File: src/rtl/motion_sched_pkg.sv
// Shared types and constants for the move timing scheduler: axis/phase counts,
// FSM state encoding and the packed per-phase timing vector.
package motion_sched_pkg;

  localparam int AXES     = 4;
  localparam int PHASES   = 4;
  localparam int TIMING_W = 64;

  localparam int AX_A = 0;
  localparam int AX_B = 1;
  localparam int AX_Z = 2;
  localparam int AX_E = 3;

  localparam logic [AXES-1:0] ALL_AXES_DONE = '1;

  typedef enum logic [1:0] {
    IDLE = 2'd0,
    CALC = 2'd1,
    MAX  = 2'd2,
    HOLD = 2'd3
  } sched_state_t;

  // Element [i] is phase i.
  typedef logic [PHASES-1:0][TIMING_W-1:0] timing_vec_t;

endpackage

File: src/rtl/move_timing_scheduler_watchdog.sv
// Wait-phase watchdog: counts cycles while enabled, restarts on clear, and
// flags expiry once the count reaches LIMIT-1.
module sched_watchdog #(
  parameter int LIMIT = 1_000_000
) (
  input  logic clk,
  input  logic rst_n,
  input  logic clear,
  input  logic enable,
  output logic expired
);

  localparam int CNT_W = (LIMIT > 2) ? $clog2(LIMIT) : 1;

  logic [CNT_W-1:0] cnt_q;

  assign expired = enable && (cnt_q == CNT_W'(LIMIT - 1));

  always_ff @(posedge clk or negedge rst_n) begin
    if (!rst_n) begin
      cnt_q <= '0;
    end else if (clear) begin
      cnt_q <= '0;
    end else if (enable && !expired) begin
      cnt_q <= cnt_q + 1'b1;
    end
  end

endmodule

File: src/rtl/move_timing_scheduler.sv
// Sequences one motion segment: axis calculators -> max-timing unit -> step stage.
// Optional per-phase watchdog enabled by defining SCHED_TIMEOUT_EN.
module move_timing_scheduler
  import motion_sched_pkg::*;
#(
  parameter int TIMEOUT_CYCLES = 1_000_000,
  parameter int ID_W           = 8
) (
  input  logic                clk,
  input  logic                reset,
  input  logic                cmd_valid,
  output logic                cmd_ready,
  input  logic [ID_W-1:0]     cmd_id,
  output logic                calc_start,
  input  logic [AXES-1:0]     calc_done,
  output logic                max_start,
  input  logic                max_finish,
  input  timing_vec_t         max_timing,
  output logic                seg_valid,
  input  logic                seg_ready,
  output timing_vec_t         seg_timing,
  output logic [TIMING_W-1:0] seg_total,
  output logic [ID_W-1:0]     seg_id,
  output logic                busy,
  output logic                timeout_err
);

  if (TIMEOUT_CYCLES < 2) begin : g_bad_cfg
    $error("TIMEOUT_CYCLES must be at least 2");
  end

  // Sum in two extra bits so four full-scale phases cannot wrap before clamping.
  function automatic logic [TIMING_W-1:0] sat_total(input timing_vec_t t);
    logic [TIMING_W+1:0] acc;
    acc = '0;
    for (int i = 0; i < PHASES; i++) begin
      acc = acc + {2'b00, t[i]};
    end
    sat_total = (|acc[TIMING_W+1:TIMING_W]) ? '1 : acc[TIMING_W-1:0];
  endfunction

  sched_state_t          state_q;
  logic [AXES-1:0]       mask_q, mask_d;
  logic                  cmd_ready_q, calc_start_q, max_start_q;
  logic                  seg_valid_q, busy_q;
  timing_vec_t           seg_timing_q;
  logic [TIMING_W-1:0]   seg_total_q;
  logic [ID_W-1:0]       seg_id_q;
  logic                  cmd_fire, calc_complete, wd_expire;

  // Done bits seen in the calc_start cycle belong to a previous move.
  assign mask_d        = calc_start_q ? mask_q : (mask_q | calc_done);
  assign cmd_fire      = (state_q == IDLE) && cmd_valid && cmd_ready_q;
  assign calc_complete = (state_q == CALC) && (mask_d == ALL_AXES_DONE);

`ifdef SCHED_TIMEOUT_EN
  logic timeout_q;
  logic wd_clear, wd_en;

  assign wd_clear = cmd_fire || calc_complete;
  assign wd_en    = (state_q == CALC) || (state_q == MAX);

  sched_watchdog #(
    .LIMIT (TIMEOUT_CYCLES)
  ) u_watchdog (
    .clk     (clk),
    .rst_n   (reset),
    .clear   (wd_clear),
    .enable  (wd_en),
    .expired (wd_expire)
  );

  assign timeout_err = timeout_q;
`else
  assign wd_expire   = 1'b0;
  assign timeout_err = 1'b0;
`endif

  always_ff @(posedge clk or negedge reset) begin
    if (!reset) begin
      state_q      <= IDLE;
      mask_q       <= '0;
      cmd_ready_q  <= 1'b0;
      calc_start_q <= 1'b0;
      max_start_q  <= 1'b0;
      seg_valid_q  <= 1'b0;
      busy_q       <= 1'b0;
      seg_timing_q <= '0;
      seg_total_q  <= '0;
      seg_id_q     <= '0;
`ifdef SCHED_TIMEOUT_EN
      timeout_q    <= 1'b0;
`endif
    end else begin
      calc_start_q <= 1'b0;
      max_start_q  <= 1'b0;
      case (state_q)
        IDLE: begin
          cmd_ready_q <= 1'b1;
          if (cmd_fire) begin
            seg_id_q     <= cmd_id;
            mask_q       <= '0;
            calc_start_q <= 1'b1;
            cmd_ready_q  <= 1'b0;
            busy_q       <= 1'b1;
            state_q      <= CALC;
`ifdef SCHED_TIMEOUT_EN
            timeout_q    <= 1'b0;
`endif
          end
        end
        CALC: begin
          mask_q <= mask_d;
          if (calc_complete) begin
            max_start_q <= 1'b1;
            state_q     <= MAX;
          end else if (wd_expire) begin
            busy_q      <= 1'b0;
            cmd_ready_q <= 1'b1;
            state_q     <= IDLE;
`ifdef SCHED_TIMEOUT_EN
            timeout_q   <= 1'b1;
`endif
          end
        end
        MAX: begin
          if (max_finish) begin
            seg_timing_q <= max_timing;
            seg_total_q  <= sat_total(max_timing);
            seg_valid_q  <= 1'b1;
            state_q      <= HOLD;
          end else if (wd_expire) begin
            busy_q      <= 1'b0;
            cmd_ready_q <= 1'b1;
            state_q     <= IDLE;
`ifdef SCHED_TIMEOUT_EN
            timeout_q   <= 1'b1;
`endif
          end
        end
        HOLD: begin
          if (seg_ready) begin
            seg_valid_q <= 1'b0;
            busy_q      <= 1'b0;
            cmd_ready_q <= 1'b1;
            state_q     <= IDLE;
          end
        end
        default: state_q <= IDLE;
      endcase
    end
  end

  assign cmd_ready  = cmd_ready_q;
  assign calc_start = calc_start_q;
  assign max_start  = max_start_q;
  assign seg_valid  = seg_valid_q;
  assign seg_timing = seg_timing_q;
  assign seg_total  = seg_total_q;
  assign seg_id     = seg_id_q;
  assign busy       = busy_q;

endmodule

File: config.mk
export PLATFORM = sky130hd
export DESIGN_NAME = move_timing_scheduler
export DESIGN_NICKNAME = d
export VERILOG_FILES = /design/src/rtl/motion_sched_pkg.sv /design/src/rtl/move_timing_scheduler_watchdog.sv /design/src/rtl/move_timing_scheduler.sv
export SDC_FILE = /design/constraint.sdc
export NUM_CORES = 1
export LEC_CHECK = 0
export BUFFER_PORTS_ARGS = -buffer_cell sky130_fd_sc_hd__buf_2
export CAP_MARGIN = 20
export CORE_AREA = 2 2 236 238
export DETAILED_ROUTE_END_ITERATION = 10
export DIE_AREA = 0 0 238 240
export PLACE_DENSITY_LB_ADDON = 0.1
export SYNTH_ARGS = -nofsm -noshare
export SYNTH_HDL_FRONTEND = slang
export SYNTH_SLANG_ARGS = --single-unit
File: constraint.sdc
create_clock -name clk -period 2.4 [get_ports clk]
set_input_delay 0 -clock clk [delete_from_list [all_inputs] [get_ports clk]]
set_output_delay 0 -clock clk [all_outputs]
set_load 0.1 [all_outputs]
== Word level (Yosys, flattened, before mapping) ==
Cells that the tools add are included.

* Logic and storage cells: 62
* Output and inout port bits: 334
* Bits in registers: 339
* Input port bits: 273

* Bitwise operators: 2
* Muxes and demuxes: 21
* Reduce and logical (&&, ||, !) cells: 15
* Add/subtract/negate cells: 3
* Equal/unequal tests: 8

{| class="wikitable"
|+ Operators by type and width
! cell !! count
|-
| $add 65x64->66 || 1
|-
| $add 66x64->66 || 1
|-
| $add 64x64->65 || 1
|-
| $mux 64 || 1
|-
| $mux 1 || 9
|-
| $mux 2 || 4
|-
| $mux 4 || 2
|-
| $ne 2x2->1 const B || 4
|-
| $pmux 2 s4 || 1
|-
| $pmux 4 s2 || 1
|-
| $reduce_and 2->1 || 4
|-
| $pmux 1 s2 || 3
|-
| $reduce_and 3->1 || 2
|-
| $eq 2x2->1 const B || 2
|-
| $eq 4x4->1 const B || 1
|-
| $or 4x4->4 || 1
|-
| $reduce_and 4->1 || 1
|-
| $reduce_bool 2->1 || 2
|-
| $reduce_or 2->1 || 2
|-
| $logic_and 1x1->1 || 3
|-
| $eq 2x1->1 const B || 1
|-
| $logic_not 2->1 || 1
|-
| $not 1->1 || 1
|}

== Depth between registers and ports, before layout ==
* Depth in word-level cells: 6
* Depth in mapped cells: 19
* Depth with buffers taken out: 17

== Worst setup path before layout ==
No wires, ideal clock.

* Path kind: input-to-reg
* Start: input max_timing[34] (netlist bit)
* End: register seg_total_q[12], in the netlist seg_total[12]
* Setup slack: -1.412 ns
* Path buffers: 3
* Setup time: 0.121 ns
* Data arrival time: 3.691 ns
* Cell stages on the path: 18
* Required time: 2.279 ns
* Cells stage by stage: inv_1 -> fa_1 -> fa_1 -> inv_1 -> ha_1 -> buf_6 -> a21o_1 -> a21o_1 -> a21o_1 -> and2_1 -> o41ai_2 -> o221a_2 -> a21oi_1 -> o2111a_1 -> o31a_1 -> buf_6 -> buf_6 -> o22a_1

* Word-level cells in the longest chain between the ends: 5

{| class="wikitable"
|+ RTL lines
! element !! RTL line !! source
|-
| from (decl) || move_timing_scheduler.sv:18 || <nowiki>input timing_vec_t max_timing,</nowiki>
|-
| $add 64x64->65 || move_timing_scheduler.sv:37 || <nowiki>acc = acc + {2'b00, t[i]};</nowiki>
|-
| $add 65x64->66 || move_timing_scheduler.sv:37 ||
|-
| $add 66x64->66 || move_timing_scheduler.sv:37 ||
|-
| $reduce_or 2->1 || move_timing_scheduler.sv:39 || <nowiki>sat_total = (|acc[TIMING_W+1:TIMING_W]) ? '1 : acc[TIMING_W-1:0];</nowiki>
|-
| $mux 64 || move_timing_scheduler.sv:39 ||
|-
| to (signal assigned) || move_timing_scheduler.sv:129 || <nowiki>seg_total_q <= sat_total(max_timing);</nowiki>
|-
| to (decl) || move_timing_scheduler.sv:47 || <nowiki>logic [TIMING_W-1:0] seg_total_q;</nowiki>
|}

Every way passes these cells.
A chain may end at the register's enable or synchronous reset.

== Final worst setup path ==
* Start: input max_timing[5] (netlist bit)
* End: register seg_total_q[12], in the netlist seg_total[12]

* Word-level cells in the longest chain between the ends: 5

{| class="wikitable"
|+ RTL lines
! element !! RTL line
|-
| $add 64x64->65 * || move_timing_scheduler.sv:37
|-
| $add 65x64->66 * || move_timing_scheduler.sv:37
|-
| $add 66x64->66 * || move_timing_scheduler.sv:37
|-
| $reduce_or 2->1 || move_timing_scheduler.sv:39
|-
| $mux 64 * || move_timing_scheduler.sv:39
|}

Every way passes the cells marked *; elsewhere a longest branch is shown, timed or not.

==> results.json <==
{
  "gp_congestion": 0.850,
  "synth_flop_cell": "dfrtp_1",
  "initial_core_util_pct": 36.2,
  "first_global_vias": 19942,
  "rsz0062_at_grt": "true",
  "die-area_mm2": 0.0571,
  "synthTopCellsByArea": "dfrtp_1 (43%), fa_1 (13%), inv_1 (7.2%), o21ai_0 (7.1%), nand2_1 (6.7%)",
  "syn_to_final_growth_pct": 55.6,
  "violations": "negative setup slack",
  "antenna_found_initial": 5,
  "overflow": 0,
  "slew_viol_final": 0,
  "numPortBuffers": 605,
  "slowest_delay_ns": 0.56,
  "routed_wl_mm": 68.1,
  "rows": 86,
  "vias": 18831,
  "worst_pin_slew_ns": 0.936,
  "ant_nets": 0,
  "dieWidth_um": 238,
  "die_y_um": 240,
  "wire_per_inst_um": 17.0,
  "finClkSkew_ns": 0.00986,
  "cp_max_fo": 7,
  "clk_latency_ns": 0.55,
  "yosys.area.top_type": "dfrtp_1",
  "cts_root_buf": "clkbuf_16",
  "period_needed_ns": 3.49,
  "synth_top_area_share_pct": 42.9,
  "drive_above_1_share_pct": 34.0,
  "crit_arrival_ns": 3.94,
  "required_ns": 2.84,
  "syn_nets": 2602,
  "firstDrtPassIters": 5,
  "final_hold_viol_count": 0,
  "viasPerCell": 4.69,
  "yosys_register_bits": 339,
  "clk_pin_slew_ns": 0.06,
  "grt_first_pass_wirelength_mm": 106,
  "finalSetupViolCount": 64,
  "cp-start-kind": "primary input",
  "ys_seq_area_share_pct": 42.9,
  "grt_usage_pct": 23.5,
  "clockBufferDepth": 3,
  "numCtsBuffers": 41,
  "synth_cells": 2132,
  "slowest_stage": "fa_1",
  "fmax_mhz": 286,
  "grt_max_degree": 240,
  "synth.distinct_cells": 71,
  "synth_edf_count": 0,
  "status": "finished with violations",
  "fin_nets": 3756,
  "maxCapViolations": 0,
  "worstPathCellList": "buf_6 > inv_4 > fa_1 > inv_2 > fa_1 > ha_4 > o211ai_1 > o211a_4 > o31ai_4 > o2111a_2 > a211oi_4 > o2bb2ai_4 > o31ai_4 > a21oi_2 > o31a_4 > clkbuf_16 > o22a_1",
  "ys_warn_count": 0,
  "setup_tns_ns": -66.03,
  "max_slew_margin_pct": 37.6,
  "coreArea_mm2": 0.0547,
  "io-pin-count": 607,
  "fin_ws_ns": -1.09,
  "synth_area_mm2": 0.0198,
  "end_kind": "flop",
  "detailedRoute.firstIterationViolations": 739,
  "syn_avg_cell_area_um2": 9.27,
  "cts.sinks": 339,
  "cts_tree": "built",
  "htree_levels": 2,
  "hold_path_class": "primary input to async pin",
  "async_flop_share_pct": 100,
  "drc": 0,
  "fin_crit_sh_pct": 146,
  "dp_hpwl_mm": 50.7,
  "path_class": "primary input to flop"
}
[routing by layer]
| metal | GRT usage, % | vias to the layer above | part of all wire [%] |
|---|---|---|---|
| met5 | 0 | - | 0.053 |
| li1 | - | 9161 | - |
| met3 | 5.18 | 121 | 5.4 |
| met1 | 29.0 | 9099 | 42 |
| met2 | 40.4 | 444 | 49 |
| met4 | 8.50 | 6 | 3.8 |
[cell families (layout without fill, tap and decap cells)]
| logic type | Yosys count | in the layout | synth area share [%] |
|---|---|---|---|
| muxes | 8 | 8 | 0.456 |
| adders and majority gates | 197 | 197 | 17.3 |
| DFF | 339 | 339 | 42.9 |
| other | 1 | 3 | 0.0190 |
| and+or+nand+nor | 506 | 506 | 10.7 |
| buffers and inverters | 476 | 1656 | 9.32 |
| xor gates and xnor gates | 58 | 58 | 2.57 |
| AOI/OAI and AO/OA | 547 | 547 | 16.7 |
[worst paths after layout]
check                                                    to  slack (ns)                         from  cells past startpoint
max in group asynchronous        seg_timing[18]$_DFFE_PN0P_        1.53                        reset                      3
worst min-delay path            seg_timing[174]$_DFFE_PN0P_        0.03                        reset                      2
worst max-delay path              seg_total[12]$_DFFE_PN0P_       -1.09                max_timing[5]                     17
min in group clk                   seg_total[0]$_DFFE_PN0P_        0.06              max_timing[128]                      4
worst max register to register    seg_total[12]$_DFFE_PN0P_        0.07       state_q[0]$_DFFE_PN0P_                      8
worst min register to register  seg_timing[201]$_DFFE_PN0P_        0.47  seg_timing[201]$_DFFE_PN0P_                      2
[synthesized netlist by cell type, types with 6 or more instances]
library cell    n
o21bai_1       15
a21o_1         32
nor4_1          6
fa_1          128
and3_1          6
o21a_1          7
o22a_1         37
xor2_1         28
inv_1         380
clkbuf_1       75
o211ai_1        6
and2_1         14
ha_1           69
nand3_1         8
nor2_1         66
o21ai_0       279
buf_2          11
mux2_2          8
a21oi_1       110
xnor2_1        30
dfrtp_1       339
nor3_1          7
nand2b_1        9
nand4_1        19
nand2_1       353
[area by class of cell]
cell class	count	area, um^2
Sequential cell	339	8480
Clock inverter	11	135
Timing Repair Buffer	1207	8580
Fill cell	5046	23900
Inverter	380	1440
Clock buffer	58	1180
Tap cell	704	881
Antenna cell	2	5.00
Multi-Input combinational cell	1317	10100
[registers in the layout (all words and copies together) (netlist names), 2 cells and up]
signal      flops
mask_q          4
seg_total      64
state_q         2
seg_timing    256
seg_id          8
[what timing repair did]
action,in CTS,in global routing
hold endpoints to repair,579,0
resized for setup,90,36
setup endpoints to repair,64,64
pin swaps,16,38
cloned,4,4
setup buffers,9,5
hold buffers,273,0
[through the flow]
step	hold slack (ns)	cell area (um^2)	util [%]	setup WS (ns)	std cells
2_1_floorplan	-0.296	20000	-	-1.21	2132
5_1_grt	0.0708	30800	56.3	-1.21	4018
3_3_place_gp	0.0473	25900	47.5	-1.80	3656
6_report	0.0260	30800	56.3	-1.09	4018
3_5_place_dp	0.0553	25900	47.5	-1.83	3656
4_1_cts	0.0400	30500	55.9	-1.05	4011
[cells in the final DEF, fill, tap and decap left out, types with 28 or more instances in the layout]
cell type	synthesis	final
nand2_1	353	352
xor2_1	28	28
o21ai_0	279	270
clkbuf_16	0	44
ha_1	69	49
dfrtp_1	339	339
a21oi_1	110	73
nor2_1	66	66
a21oi_2	1	34
buf_4	1	305
buf_2	11	597
inv_1	380	356
fa_1	128	126
o22a_1	37	37
dlygate4sd3_1	0	273
xnor2_1	30	30
a21o_1	32	32
[critical path: cells and delay by family]
kind,cells,cell delay [ns]
AO/OA/AOI/OAI,10,2.24
adder cells (fa/ha/maj),3,1.34
buffers and inverters,4,0.35
Power is left out: the tool's default activity adds up to more than one toggle a clock period on the data nets, which glitch-free logic cannot reach.
